File: src/rtl/cram_addr_seq.sv
// cram_addr_seq: registered control-RAM next-address sequencer with a return-address stack.
// Stack overflow/underflow trapping is enabled by defining CRAM_ADDR_SEQ_STACK_CHECK_EN.
module cram_addr_seq #(
    parameter int unsigned STACK_DEPTH = 16,
    parameter logic [11:0] TRAP_ADDR   = 12'o7777
) (
    input  logic                          clk,
    input  logic                          reset_n,
    input  logic [10:0]                   j,
    input  logic [5:0]                    skip,
    input  logic [7:0]                    cond,
    input  logic                          call,
    input  logic [4:0]                    disp,
    input  logic [3:0]                    disp_data,
    input  logic [11:0]                   dram_addr,
    input  logic                          hold,
    input  logic                          force_en,
    input  logic [11:0]                   force_addr,
    output logic [11:0]                   cradr,
    output logic                          stack_err,
    output logic [$clog2(STACK_DEPTH):0]  sp
);
    localparam int unsigned AW = $clog2(STACK_DEPTH);
    localparam logic [AW:0]   SP_FULL = (AW+1)'(STACK_DEPTH);
    localparam logic [AW:0]   SP_ONE  = (AW+1)'(1);
    localparam logic [AW-1:0] PTR_ONE = AW'(1);

    logic [11:0]   stack_mem [STACK_DEPTH];
    logic [AW-1:0] wptr, wptr_n, wr_idx;
    logic [AW:0]   sp_n;
    logic [11:0]   base, nxt, popped, cradr_n;
    logic          is_ret, underflow, overflow, push_we;
    logic          skip_unused;

    assign skip_unused = skip[4];

    // The stack is a circular buffer: wptr wraps independently of sp so an
    // unchecked overflow overwrites the oldest entry while the newest stays on top.
    always_comb begin
        base      = {1'b0, j};
        is_ret    = (disp == 5'b00001);
        popped    = stack_mem[wptr - PTR_ONE];
        underflow = is_ret && (sp == '0);
        overflow  = 1'b0;
        push_we   = 1'b0;
        sp_n      = sp;
        wptr_n    = wptr;
        wr_idx    = wptr;

        if (is_ret)
            nxt = underflow ? base : (popped | {8'b0, j[3:0]});
        else if (disp == 5'b00010)
            nxt = dram_addr;
        else if (disp[4])
            nxt = base | {8'b0, disp_data};
        else
            nxt = base;

        if (skip[5] && (cond[skip[2:0]] ^ skip[3]))
            nxt[0] = 1'b1;

        // Pop before push so CALL+RETURN replaces the top entry in place.
        if (is_ret && !underflow) begin
            sp_n   = sp - SP_ONE;
            wptr_n = wptr - PTR_ONE;
        end

        if (call) begin
            wr_idx   = wptr_n;
            overflow = (sp_n == SP_FULL);
`ifdef CRAM_ADDR_SEQ_STACK_CHECK_EN
            push_we  = !overflow;
`else
            push_we  = 1'b1;
`endif
            if (push_we) begin
                wptr_n = wptr_n + PTR_ONE;
                if (!overflow)
                    sp_n = sp_n + SP_ONE;
            end
        end

        cradr_n = nxt;
`ifdef CRAM_ADDR_SEQ_STACK_CHECK_EN
        if (overflow || underflow)
            cradr_n = TRAP_ADDR;
`endif
    end

    always_ff @(posedge clk or negedge reset_n) begin
        if (!reset_n) begin
            cradr <= '0;
            sp    <= '0;
            wptr  <= '0;
        end else if (force_en) begin
            cradr <= force_addr;
            sp    <= '0;
            wptr  <= '0;
        end else if (!hold) begin
            cradr <= cradr_n;
            sp    <= sp_n;
            wptr  <= wptr_n;
        end
    end

    always_ff @(posedge clk) begin
        if (reset_n && !force_en && !hold && push_we)
            stack_mem[wr_idx] <= cradr + 12'd1;
    end

`ifdef CRAM_ADDR_SEQ_STACK_CHECK_EN
    always_ff @(posedge clk or negedge reset_n) begin
        if (!reset_n)
            stack_err <= 1'b0;
        else if (force_en)
            stack_err <= 1'b0;
        else if (!hold && (overflow || underflow))
            stack_err <= 1'b1;
    end
`else
    localparam logic [11:0] TRAP_ADDR_unused = TRAP_ADDR;
    assign stack_err = 1'b0;
`endif

endmodule

File: config.mk
export PLATFORM = sky130hd
export DESIGN_NAME = cram_addr_seq
export DESIGN_NICKNAME = d
export VERILOG_FILES = /design/src/rtl/cram_addr_seq.sv
export SDC_FILE = /design/constraint.sdc
export NUM_CORES = 1
export LEC_CHECK = 0
export CORE_ASPECT_RATIO = 0.75
export CORE_UTILIZATION = 65
export CTS_BUF_LIST = sky130_fd_sc_hd__clkbuf_4 sky130_fd_sc_hd__clkbuf_8
export CTS_CLUSTER_SIZE = 24
export DETAILED_ROUTE_END_ITERATION = 16
export PLACE_DENSITY_LB_ADDON = 0.1
export SLEW_MARGIN = 40
export SYNTH_ARGS = -nofsm -noshare
export SYNTH_HDL_FRONTEND = slang
export SYNTH_SLANG_ARGS = --single-unit
File: constraint.sdc
create_clock -name clk -period 5.5 [get_ports clk]
set_clock_uncertainty 0.15 [all_clocks]
set_input_delay 1.375 -clock clk [delete_from_list [all_inputs] [get_ports clk]]
set_output_delay 1.375 -clock clk [all_outputs]
set_load 0.05 [all_outputs]
==> impl_metrics.env <==
export IMPL_hold_buffers=0
export IMPL_wire_per_inst_microns=26.0
export IMPL_fin_crit_ps=4270
export IMPL_numCtsBuffers=31
export IMPL_syn_area_sq_um=9470
export IMPL_worst_setup_path_start_kind="input port"
export IMPL_ant_nets=0
export IMPL_first_pass_iters=6
export IMPL_cts_setup_buffers=0
export IMPL_crit_path_start="disp[4]"
export IMPL_relSlewSlack_pct=47.4
export IMPL_root_buffer="clkbuf_8"
export IMPL_portBuffers=78
export IMPL_r2r_start="sp[0]"
export IMPL_n_antenna_cell=0
export IMPL_path_cells="clkdlybuf4s50_1, or3_1, or4_4, nor3b_2, o21ai_2, nor2_1, buf_4"
export IMPL_hold_start="sp[1]"
export IMPL_ys_seq_area_share_pct=66.4
export IMPL_path_class="input port to flop"
export IMPL_r2r_cells=8
export IMPL_synth_cell_type_count=60
export IMPL_globalplace_congestion=0.876
export IMPL_rsz0062_at_grt="false"
export IMPL_cts_sinks=213
export IMPL_max_clock_path_buffers=3
export IMPL_tightestPinTransition_ps=785
export IMPL_maxCapViolations=0
export IMPL_ios=81
export IMPL_place_inst=844
export IMPL_syn_nets=641
export IMPL_hold_class="flop to flop"
export IMPL_min_to="sp[1]"
export IMPL_rr_endpoint="stack_mem[7][3]"
export IMPL_die_area_sq_um=15100
export IMPL_wl_microns=23500
export IMPL_regToRegSetupSlack_ps=2050
export IMPL_whs_path_depth=2
export IMPL_dp_hpwl_microns=15300
export IMPL_cts_resized=0
export IMPL_cp_required_ps=5620
export IMPL_core_sq_um=14000
export IMPL_fp_dieH_microns=107
export IMPL_hold_viol=0
export IMPL_crit_family="simple AND/OR/NAND/NOR gates"
export IMPL_fin_crit_sh_pct=77.6
export IMPL_drive_above_1_share_pct=25.2
export IMPL_critPathCaptureType="flop"
export IMPL_tns_ps=0
export IMPL_first_global_vias=6045
export IMPL_cpPeakStageDelay_ps=650
export IMPL_drt_iter0_drc=701
export IMPL_synthFlopType="edfxtp_1"
export IMPL_finalNonFillerCells=902
export IMPL_finish_utilization_pct=81.8
export IMPL_async_flop_share_pct=9.86
export IMPL_slowest_stage="or3_1"
export IMPL_cp_buffers_inverters=2
export IMPL_outcome="finished, final reports clean"
export IMPL_antenna_found_initial=2
export IMPL_worstPathArrival_ps=4390
export IMPL_p_per_area_nw_per_um2=338
export IMPL_grt_ovfl_total=0
export IMPL_slew_violations=0
export IMPL_rows=37
export IMPL_cts_htree_levels=1
export IMPL_cts_tree="built"
export IMPL_finalSetupViolCount=0
export IMPL_dieWidth_microns=141
export IMPL_track_usage_pct=32.6
export IMPL_area_growth_pct=20.8
export IMPL_grt_max_degree=57
export IMPL_clk_latency_ps=570
export IMPL_fin_nets=750
export IMPL_leakagePower_nw=3.77
export IMPL_synth_seq_cells=213
export IMPL_synthCells=573
export IMPL_drc=0
export IMPL_syn_area_per_cell_sq_um=16.5
export IMPL_viasPerCell=6.68
export IMPL_initial_core_util_pct=67.7
export IMPL_ys_warn_count=0
export IMPL_peakVddDrop_mv=0.292
export IMPL_vias=6022
export IMPL_crit_fanout=12
export IMPL_synth_edf_count=192
export IMPL_max_freq_mhz=234
export IMPL_hold_slack_ps=486
export IMPL_clkSlewWorstSetupHoldPaths_ps=60
export IMPL_grt_pass1_wl_microns=35100
-- report_power, final --
part	internal, mW	switching (mW)
clock	0.820	0.601
sequential	1.83	0.0374
combinational	0.244	0.329
total	2.89	0.967
-- synth_stat cells (4+ instances only) --
master      n  share of area [%]
mux4_2     62                 15
edfxtp_1  192                 61
nor3_1     12               0.63
a21oi_1    25                1.3
nand4_1     8               0.53
or3_1       4               0.26
nand3_1     8               0.42
nor2_1     36                1.4
a31oi_1     5               0.33
xor2_1      6               0.55
ha_1        5               0.66
inv_1      13               0.52
a211o_1     6               0.55
dfrtp_1    21                5.5
nand2_1    36                1.4
o21ai_0    14               0.74
clkbuf_1   19               0.75
mux2i_1     4               0.42
buf_2      10               0.53
a221oi_1   12                1.1
xnor2_1    15                1.4
-- per-stage QoR --
stage,instance area (sq um),power (mW),worst slack [ps]
2_1_floorplan,9470,2.24,1530
3_3_place_gp,10600,2.44,756
3_5_place_dp,10700,2.46,718
4_1_cts,11400,3.86,1280
5_1_grt,11400,3.96,1160
6_report,11400,3.86,1230
-- per-layer routing --
metal	GRT usage [%]	up-vias	routed length [microns]
met5	0	-	22
met4	9.83	4	697
met3	8.33	66	2540
met2	50.5	420	11100
met1	46.6	3007	9070
li1	-	2525	-
-- state kept, by name, summed over array words and instances (netlist names) --
register	flops
cradr	12
sp	5
stack_mem	192
wptr	4
-- logic make-up after synthesis --
kind of cell | synth area share (%)
other cells | 0.0396
buf+inv | 2.19
compound gates | 6.29
mux | 15.3
xor+xnor | 1.94
fa+ha+maj | 0.661
flops | 66.4
simple gates | 7.15
-- worst max path at each step --
stage,end,slack [ps],depth (start not counted)
2_1_floorplan,sp[4],1530,11
3_3_place_gp,stack_mem[6][10],760,7
3_5_place_dp,stack_mem[6][4],720,7
4_1_cts,stack_mem[7][3],1280,7
5_1_grt,stack_mem[7][3],1160,7
6_report,stack_mem[7][3],1230,7
-- worst min-delay path, delay by kind of cell (launching register included) --
family | cells | cell delay (ps)
AOI/OAI and AO/OA | 1 | 80
buffers and inverters | 1 | 90
DFF | 1 | 420
-- final cells by class --
class                   instances  area (sq um)
clock inverters                10           105
repair buffers                111          1040
well taps                     195           244
multi-input cells             311          3070
clock buffers                  48           623
fillers                       681          2540
flip-flops and latches        213          6290
inverters                      14          52.6
-- placed cells by master, fill, tap and decap left out, types with 6 or more instances in the layout --
cell             Yosys  routed
inv_1               13      13
buf_4                3      31
nor3_1              12      12
edfxtp_1           192     192
clkbuf_4             0       6
a21oi_1             25      25
dfrtp_1             21      20
nand4_1              8       8
xnor2_1             15       9
clkdlybuf4s50_1      0      78
mux4_2              62      62
a221oi_1            12      12
a211o_1              6       6
o21ai_0             14      14
clkinv_2             0       6
clkbuf_8             0      42
nand2_1             36      36
nor2_1              36      36
nand3_1              8       8
Note: power is estimated with default switching activity, not from simulation.
